===== src/rtl/miso_fifo_drain_arbiter.sv =====
// Round-robin drain of NUM_FIFOS first-word-fall-through FIFOs into one registered
// valid/ready lane; each grant pops up to BURST_LEN words before rotating.
module miso_fifo_drain_arbiter #(
    parameter int NUM_FIFOS  = 4,
    parameter int DATA_WIDTH = 8,
    parameter int BURST_LEN  = 4,
    parameter int ID_WIDTH   = (NUM_FIFOS > 1) ? $clog2(NUM_FIFOS) : 1
) (
    input  logic                             i_clk,
    input  logic                             i_rst,
    input  logic                             i_clear,
    input  logic                             i_en,
    input  logic [NUM_FIFOS-1:0]             i_fifo_empty,
    input  logic [NUM_FIFOS*DATA_WIDTH-1:0]  i_fifo_data,
    output logic [NUM_FIFOS-1:0]             o_fifo_pop,
    output logic [DATA_WIDTH-1:0]            o_data,
    output logic                             o_valid,
    input  logic                             i_ready,
    output logic [ID_WIDTH-1:0]              o_grant_id,
    output logic                             o_busy
);
    localparam int CNT_W = $clog2(BURST_LEN + 1);

    typedef enum logic {IDLE, BURST} state_t;

    state_t                                  state;
    logic [ID_WIDTH-1:0]                     rr_ptr;
    logic [CNT_W-1:0]                        burst_cnt;
    logic [NUM_FIFOS-1:0][DATA_WIDTH-1:0]    fifo_word;
    logic                                    arb_found;
    logic [ID_WIDTH-1:0]                     arb_id;
    logic                                    grant_empty;
    logic                                    pop_ok;
    logic                                    last_pop;
    logic                                    burst_exit;
    logic [ID_WIDTH-1:0]                     next_rr;

    assign fifo_word = i_fifo_data;

    // First non-empty FIFO at or after rr_ptr, wrapping around.
    always_comb begin
        arb_found = 1'b0;
        arb_id    = '0;
        for (int i = 0; i < NUM_FIFOS; i++) begin
            if (!arb_found && !i_fifo_empty[(int'(rr_ptr) + i) % NUM_FIFOS]) begin
                arb_found = 1'b1;
                arb_id    = ID_WIDTH'((int'(rr_ptr) + i) % NUM_FIFOS);
            end
        end
    end

    assign grant_empty = i_fifo_empty[o_grant_id];
    // A pop needs room in the output stage: empty now, or draining on this edge.
    assign pop_ok      = (state == BURST) && !i_clear && i_en && !grant_empty &&
                         (!o_valid || i_ready);
    assign last_pop    = (burst_cnt == CNT_W'(BURST_LEN - 1));
    assign burst_exit  = !i_en || (pop_ok && last_pop) || (grant_empty && !pop_ok);
    assign next_rr     = (o_grant_id == ID_WIDTH'(NUM_FIFOS - 1)) ? '0 : o_grant_id + 1'b1;
    assign o_busy      = (state == BURST) || o_valid;

    for (genvar k = 0; k < NUM_FIFOS; k++) begin : g_pop
        assign o_fifo_pop[k] = pop_ok && (o_grant_id == ID_WIDTH'(k));
    end

    always_ff @(posedge i_clk or posedge i_rst) begin
        if (i_rst) begin
            state      <= IDLE;
            rr_ptr     <= '0;
            burst_cnt  <= '0;
            o_data     <= '0;
            o_valid    <= 1'b0;
            o_grant_id <= '0;
        end else if (i_clear) begin
            state     <= IDLE;
            rr_ptr    <= '0;
            burst_cnt <= '0;
            o_valid   <= 1'b0;
        end else begin
            if (pop_ok) begin
                o_data  <= fifo_word[o_grant_id];
                o_valid <= 1'b1;
            end else if (i_ready) begin
                o_valid <= 1'b0;
            end
            case (state)
                IDLE: begin
                    if (i_en && arb_found) begin
                        o_grant_id <= arb_id;
                        burst_cnt  <= '0;
                        state      <= BURST;
                    end
                end
                BURST: begin
                    if (pop_ok)
                        burst_cnt <= burst_cnt + 1'b1;
                    if (burst_exit) begin
                        state  <= IDLE;
                        rr_ptr <= next_rr;
                    end
                end
                default: state <= IDLE;
            endcase
        end
    end
endmodule

===== config.mk =====
export PLATFORM = sky130hd
export DESIGN_NAME = miso_fifo_drain_arbiter
export DESIGN_NICKNAME = d
export VERILOG_FILES = /design/src/rtl/miso_fifo_drain_arbiter.sv
export SDC_FILE = /design/constraint.sdc
export NUM_CORES = 1
export LEC_CHECK = 0
export ABC_AREA = 1
export ABC_CLOCK_PERIOD_IN_PS = 3200
export CAP_MARGIN = 10
export CORE_MARGIN = 2
export CORE_UTILIZATION = 46
export DETAILED_ROUTE_END_ITERATION = 6
export PLACE_DENSITY = 0.92
export SETUP_SLACK_MARGIN = 0.5
export SYNTH_ARGS = -nofsm -noshare
export SYNTH_HDL_FRONTEND = slang
export SYNTH_SLANG_ARGS = --single-unit

===== constraint.sdc =====
create_clock -name i_clk -period 3.2 [get_ports i_clk]
set_input_delay 0.32 -clock i_clk [delete_from_list [all_inputs] [get_ports i_clk]]
set_output_delay 0.32 -clock i_clk [all_outputs]
set_load 0.005 [all_outputs]

* Word level (Yosys, flattened, before mapping) *
Cells that the tools add are included.

word-level totals
  output and inout port bits = 16
  flip-flop bits (word level) = 17
  bits in latches = 0
  ROM bits = 0
  memories = 0
  logic and storage cells = 104
  RAM bits = 0
  input port bits = 41

cells by class
  reductions and logical operators = 39
  equality and inequality tests = 6
  add/subtract/negate cells = 5
  divide/modulo/power cells = 0
  order comparisons = 5
  shift operators = 0
  multiply operators = 0
  bitwise operators = 5
  mux-type cells = 38

operators with widths
  kind                                                                   number
  1-bit two-way mux                                                      18
  8-bit binary-select mux with 2-bit select                              1
  2-bit two-way mux                                                      8
  1-bit logical AND                                                      14
  3-bit by 4-bit < comparator with 1-bit output (second input constant)  3
  1-bit binary-select mux with 2-bit select                              5
  1-bit zero test                                                        10
  3-bit two-way mux                                                      3
  8-bit two-way mux                                                      1
  2-bit by 3-bit < comparator with 1-bit output (second input constant)  2
  3-bit case mux with 2 select lines                                     1
  2-bit AND reduction                                                    3
  2-bit OR reduction                                                     3
  2-bit by 1-bit adder with 2-bit output (second input constant)         2
  2-bit adder (second input constant)                                    2
  2-bit == test (second input constant)                                  2
  1-bit logical OR                                                       4
  2-bit nonzero test                                                     2
  3-bit by 1-bit adder with 3-bit output (second input constant)         1
  1-bit AND (first input constant)                                       3
  3-bit by 2-bit == test with 1-bit output (second input constant)       1
  3-bit by 2-bit != test with 1-bit output (second input constant)       1
  3-bit != test (second input constant)                                  1
  3-bit AND reduction                                                    1
  5 further kinds                                                        6

* Depth between registers and ports, before layout *
Gate-level depths: netlist of the first run.

  word-level depth = 19
  gate-level depth with buffers = 12
  gate-level depth less buffers = 11

* Worst setup path after synthesis of the first run *
Ideal clock, no wire load.

  kind = register to output
  from = reg o_grant_id[0]
  to = out o_fifo_pop[0]
  path slack = 1.594 ns
  path buffers = 2
  data required time = 2.880 ns
  cell stages (with the launch flop) = 10
  arrival time = 1.286 ns
  cells stage by stage = dfrtp_1 > inv_1 > buf_4 > nand2_1 > nand3_1 > nand2_1 > nor2_4 > nand3_4 > buf_2 > nor2_1

between the ends
  word-level cells in the longest chain between the ends = 6
  elaborated cells on any way between the ends = 7
  those cells by class = mux (2); reduce/logical (5)

RTL lines
  what                                       line  RTL
  from (decl)                                19    output logic [ID_WIDTH-1:0] o_grant_id,
  from (signal assigned)                     88    o_grant_id <= arb_id;
  1-bit binary-select mux with 2-bit select  52    assign grant_empty = i_fifo_empty[o_grant_id];
  1-bit two-way mux (implied by the code)    52
  1-bit zero test                            54    assign pop_ok = (state == BURST) && !i_clear && i_en && !grant_empty &&
  1-bit logical AND (2 in series)            54
  1-bit logical AND *                        62    assign o_fifo_pop[k] = pop_ok && (o_grant_id == ID_WIDTH'(k));
  to (decl)                                  15    output logic [NUM_FIFOS-1:0] o_fifo_pop,

Mark *: on every way between the ends. The rest lies on a longest branch, timed or not. The select of a mux whose other input is x is not followed.

* Final worst setup path of the first run *
  from = reg o_grant_id[1]
  to = out o_fifo_pop[2]

The elaborated chain is that of the path after synthesis.

==> results of run 1 <==
-- power breakdown --
group	internal, mW	leakage, nW	switching, mW
clock	0.0484	0.0150	0.0626
combinational	0.300	0.724	0.342
sequential	0.276	0.223	0.0684
-- final cells by class --
class | count | share of cell area
inverter | 22 | 0.0456
sequential | 17 | 0.216
tap | 31 | 0.0196
clock buffer | 4 | 0.0133
multi-input combinational | 166 | 0.415
timing repair buffer | 58 | 0.291
-- worst paths after layout --
| kind | cells after the start | endpoint | start | slack, ns |
|---|---|---|---|---|
| min reg2reg | 2 | o_data[7] | o_data[7] | 0.49 |
| min in group i_clk | 2 | o_data[7] | o_data[7] | 0.49 |
| max reg2reg | 8 | burst_cnt[1] | o_grant_id[1] | 1.52 |
| max | 7 | o_fifo_pop[2] | o_grant_id[1] | 0.72 |
| min | 2 | o_grant_id[0] | i_rst | 0.40 |
| max in group asynchronous | 2 | o_grant_id[1] | i_rst | 2.37 |
-- per-stage QoR --
stage / setup slack [ns] / hold slack [ns] / util / power [mW]
CTS: 0.504 / 0.420 / 0.704 / 1.10
detailed placement: 0.771 / 0.465 / 0.695 / 0.988
global route: 0.603 / 0.461 / 0.705 / 1.20
global placement: 0.859 / 0.462 / 0.695 / 0.975
floorplan: 1.59 / 0.246 / - / 0.736
finish: 0.721 / 0.399 / 0.705 / 1.10
-- cells by family (layout without fill, tap and decap cells) --
group,Yosys count,after routing,share of synthesized area
buffers and inverters,29,84,0.0987
adders and majority gates,6,6,0.0543
AOI/OAI and AO/OA,31,31,0.127
DFF,17,17,0.308
and+or+nand+nor,129,129,0.412
-- layer usage --
layer	global-route usage	share of wire
met4	0.0779	0.015
met5	0	0
met1	0.291	0.45
met2	0.384	0.47
met3	0.0505	0.066
-- what timing repair did --
action | CTS | global route
endpoints found under the setup margin | 0 | 4
endpoints found under the hold margin | 0 | 0
resized for setup | 0 | 1
-- state kept, by name (all words and copies together) (netlist names) --
name / cells
o_data: 8
state: 1
rr_ptr: 2
o_grant_id: 2
burst_cnt: 3
o_valid: 1
-- synth_stat cells, types with 3 or more instances --
cell type / instances
o22ai_1: 8
inv_1: 18
nor2_1: 29
nand2_2: 6
o21ai_0: 19
dfrtp_1: 17
ha_1: 6
buf_2: 3
inv_2: 3
nand2_1: 71
nand3_1: 14
-- critical path, delay by kind of cell, from the launching register on --
family        cells  cell delay, ns
buf+inv           2            0.67
flops             1            0.53
simple gates      5            0.67
==> flow_metrics.tcl, run 1 <==
set metrics [dict create \
    finalMaxSlewViolations 0 \
    fin_crit_sh 0.775 \
    core_um2 2810 \
    num_vias 1541 \
    ant_nets 0 \
    power.density_nw_per_um2 555 \
    port_buffers 56 \
    gr-total-overflow 0 \
    ys_warn_count 0 \
    die_area_um2 3460 \
    netlist.area_leader.share 0.308 \
    cts_root_buf "clkbuf_4" \
    drv_cap 0 \
    period_needed_ns 2.48 \
    io_pins 57 \
    cpMaxStageDelayCell "dfrtp_2" \
    cts_tree "built" \
    synthesis.nets 259 \
    cts_buffer_depth 2 \
    synth-edff-count 0 \
    instances_no_fill 298 \
    final_area_um2 1980 \
    grt_max_degree 21 \
    critPathCaptureType "output pin" \
    routedWlPerCell_um 12.2 \
    outcome "finished, violations left" \
    die_h_um 58.8 \
    dpl.cell_count 294 \
    ys_types 26 \
    drc_errors 1 \
    ir_worst_vdd_mv 0.268 \
    htreeDepth 1 \
    syn-cell-area_um2 1380 \
    seq_area_um2 427 \
    synth.area.top_cells "dfrtp_1 31%, nand2_1 19%, nor2_1 7.9%" \
    required_ns 2.88 \
    routed_via_density 5.17 \
    crit_path_max_incr_delay_ns 0.53 \
    num_rows 19 \
    diodes 0 \
    ys_seq_elements 17 \
    yosys.area.top_type "dfrtp_1" \
    cts_num_sinks 17 \
    async_flop_share 1.00 \
    clkTransAtPathRegs_ns 0.09 \
    finalWirelength_um 3640 \
    cts_setup_buffers 0 \
    multi_input_area_um2 820 \
    synth_seq_area_share 0.308 \
    die_w_um 58.8 \
    critPathMaxFanout 15 \
    insertion_delay_ns 0.28 \
    antenna_found_initial 0 \
    gp_congestion 0.899 \
    fmax_ghz 0.403 \
    synthFlopType "dfrtp_1" \
    fin_nets 315 \
    initial_core_util 0.492 \
    failed_checks "design-rule violations" \
    leakage_nw 0.962 \
    arrival_ns 2.16 \
    hold_class "in2async" \
    startpoint_type "flip-flop" \
    worstMarginPinSlew_ns 0.612 \
    slew_headroom 0.592 \
    finalSetupViolCount 0 \
    cts_made_buffers 3 \
    grt_pass1_wl_um 6100 \
    clock_skew_ns 0.00271 \
    synth_cells 212 \
    first_pass_iters 6 \
    final_common_cell "nand2_1" \
    grtUsageTotal 0.229 \
    final_cell_mix "71 x nand2_1, 56 x clkdlybuf4s50_1, 29 x nor2_1" \
    worstPathCellList "inv_2, nand3_1, nand2_1, nor2_4, nand3_4, nor2_1, clkdlybuf4s50_1" \
    avgSynthCellArea_um2 6.52 \
    area_delta_synth_final_pct 43.1 \
    criticalPathCategory "reg2out" \
    holdBufCountCts 0 \
    rsz0062_at_grt "false" \
    dpl.hpwl_um 2910 \
    drtIter0Drc 69 \
    first_global_vias 1436 \
    final-hold-violation-count 0 \
    placed_area_um2 1950 \
    fin_tns_setup_ns 0 \
    fillers 244 \
    drive_gt1_frac 0.0861 \
]
No activity file was read; power rests on OpenSTA's default activity.
==> run 2, diff against run 1 <==
--- a/config.mk
+++ b/config.mk
@@ -6,12 +6,12 @@
 export NUM_CORES = 1
 export LEC_CHECK = 0
 export ABC_AREA = 1
-export ABC_CLOCK_PERIOD_IN_PS = 3200
+export ABC_CLOCK_PERIOD_IN_PS = 2100
 export CAP_MARGIN = 10
 export CORE_MARGIN = 2
-export CORE_UTILIZATION = 46
+export CORE_UTILIZATION = 39
 export DETAILED_ROUTE_END_ITERATION = 6
-export PLACE_DENSITY = 0.92
+export PLACE_DENSITY = 0.84
 export SETUP_SLACK_MARGIN = 0.5
 export SYNTH_ARGS = -nofsm -noshare
 export SYNTH_HDL_FRONTEND = slang
==> constraint.sdc (replaced) <==
create_clock -name i_clk -period 2.1 [get_ports i_clk]
set_input_delay 0.21 -clock i_clk [delete_from_list [all_inputs] [get_ports i_clk]]
set_output_delay 0.21 -clock i_clk [all_outputs]
set_load 0.005 [all_outputs]
==> run 2 against run 1 <==
The flow now finishes without violations. Non-clock buffer count increased by 16. Hold slack got worse by 0.13 ns. Wire length increased by 7.9%. Register-to-register slack got worse by 1.1 ns. Clock skew increased by 0.015 ns. Combinational power increased by 92%. Via count increased by 3.6%. Total power increased by 75%. Utilization decreased by 5.3 points. Sequential cell count unchanged. Clock power increased by 68%. Global-route usage decreased by 3.1 points. Critical path type unchanged. Critical endpoint is now o_fifo_pop[0].
==> flow_metrics.tcl, run 2 (synthesized netlist as in run 1, its figures left out) <==
set metrics [dict create \
    final_cell_mix "67 x nand2_1, 49 x clkdlybuf4s50_1, 27 x nor2_1" \
    worstMarginPinSlew_ns 0.620 \
    fmax_ghz 0.580 \
    die_h_um 63.5 \
    hold_class "in2async" \
    worstPathCellList "inv_4, nand2_2, nand3_2, nand2_2, nor2_4, nand3_4, nor2_2, buf_2" \
    path_common_cell "nand2_2" \
    final_common_cell "nand2_1" \
    arrival_ns 1.52 \
    fin_nets 331 \
    core_um2 3360 \
    r2r-end "burst_cnt[0]" \
    cp_num_cells 8 \
    clkTransAtPathRegs_ns 0.12 \
    insertion_delay_ns 0.30 \
    cp_top_family "simple AND/OR/NAND/NOR gates" \
    final_area_um2 2190 \
    slew_headroom 0.586 \
    rsz0062_at_grt "true" \
    die_area_um2 4030 \
    finalMaxSlewViolations 0 \
    swShare 0.421 \
    gp_congestion 0.850 \
    period_needed_ns 1.73 \
    criticalPathCategory "reg2out" \
    cp-endpoint "o_fifo_pop[0]" \
    fin_tns_setup_ns 0 \
    cts_tree "built" \
    initial_core_util 0.411 \
    area_delta_synth_final_pct 58.8 \
    first_pass_iters 4 \
    first_global_vias 1519 \
    antenna_found_initial 0 \
    io_pins 57 \
    ff2ff_setup_slack_ns 0.43 \
    fin_crit_sh 0.822 \
    r2r-start "o_grant_id[0]" \
    drv_cap 0 \
    ir_worst_vdd_mv 0.464 \
    power.density_nw_per_um2 878 \
    worstRegToRegCells 12 \
    largest_registers "o_data (8), burst_cnt (3)" \
    grt_max_degree 20 \
    p_int_mw 1.11 \
    largest-register "o_data" \
    pwr-share-seq 0.263 \
    cts_buffer_depth 2 \
    crit_path_max_incr_delay_ns 0.47 \
    cts_root_buf "clkbuf_4" \
    cts_num_sinks 17 \
    clkPwrFrac 0.097 \
    finalSetupViolCount 0 \
    required_ns 1.89 \
    grt_pass1_wl_um 6530 \
    critPathCaptureType "output pin" \
    diodes 0 \
    critPathMaxFanout 5 \
    cts_made_buffers 3 \
    grtUsageTotal 0.198 \
    port_buffers 56 \
    largest_register_ffs 8 \
    p_comb_frac 0.640 \
    netSwitchingPower_uw 811 \
    dpl.hpwl_um 2860 \
    crit_path_start "o_grant_id[0]" \
    gr-total-overflow 0 \
    leakage_nw 1.09 \
    die_w_um 63.5 \
    final-hold-violation-count 0 \
    htreeDepth 1 \
    num_rows 21 \
    startpoint_type "flip-flop" \
    num_vias 1596 \
    cpMaxStageDelayCell "dfrtp_2" \
    placed_area_um2 2010 \
    routed_via_density 4.85 \
    drtIter0Drc 91 \
    drive_gt1_frac 0.201 \
    ant_nets 0 \
    drc_errors 0 \
    finalWirelength_um 3930 \
    fin_hold_ws_ns 0.269 \
    clock_skew_ns 0.0180 \
    path_buf_inv 2 \
    outcome "complete, no violations" \
    routedWlPerCell_um 11.9 \
]
-- run 2: cell count changes in the layout (fill, tap and decap cells not counted), moves of 3 or more --
cell and change:
nand2_1 -4, clkdlybuf4s50_1 -7, buf_6 +3, nand2_2 +4, buf_4 +11, buf_2 +4
-- run 2: power groups by stage --
stage / logic (mW) / registers [mW] / clock network, mW
floorplan: 0.627 / 0.495 / 0
global placement: 0.995 / 0.502 / 0
detailed placement: 1.02 / 0.504 / 0
CTS: 1.16 / 0.503 / 0.184
global route: 1.37 / 0.519 / 0.202
finish: 1.23 / 0.507 / 0.186
-- run 2: area by class of cell --
cell class              instances  area [um^2]
well taps                      46         57.6
flip-flops and latches         17          428
inverters                      22          100
fillers                       312         1170
clock inverters                 1         7.51
multi-input cells             166          858
clock buffers                   3         22.5
repair buffers                 74          719
-- run 2: how the worst min path moves through the flow --
stage | endpoint | slack (ns) | cells after the start
after global routing | rr_ptr[1] | 0.33 | 2
final | o_data[0] | 0.27 | 2
after detailed placement | o_data[4] | 0.47 | 2
after floorplan | burst_cnt[0] | 0.14 | 1
after global placement | burst_cnt[2] | 0.46 | 2
after CTS | o_data[4] | 0.30 | 2
-- run 2: what timing repair did --
action                     CTS  global route
pin swaps                    6             4
setup endpoints to repair    9            18
hold buffers                 0             0
buffers inserted             6             4
cloned                       1             0
gates resized for setup     28            17
-- run 2: layer usage --
metal / vias up / global-route usage / routed length [um] / share of wire
li1: 819 / - / - / -
met1: 719 / 0.242 / 1630 / 0.41
met2: 56 / 0.359 / 2000 / 0.51
met3: 2 / 0.0393 / 285 / 0.073
met4: 0 / 0.0408 / 17 / 0.0043
met5: - / 0 / 0 / 0
-- run 2: per-stage QoR --
stage	total power, mW	setup slack, ns	std cells	util
after floorplan	1.12	0.604	212	-
after detailed placement	1.53	0.0709	314	0.596
after CTS	1.85	0.370	325	0.629
after global routing	2.09	0.301	329	0.652
final	1.93	0.374	329	0.652
after global placement	1.50	0.0913	314	0.596
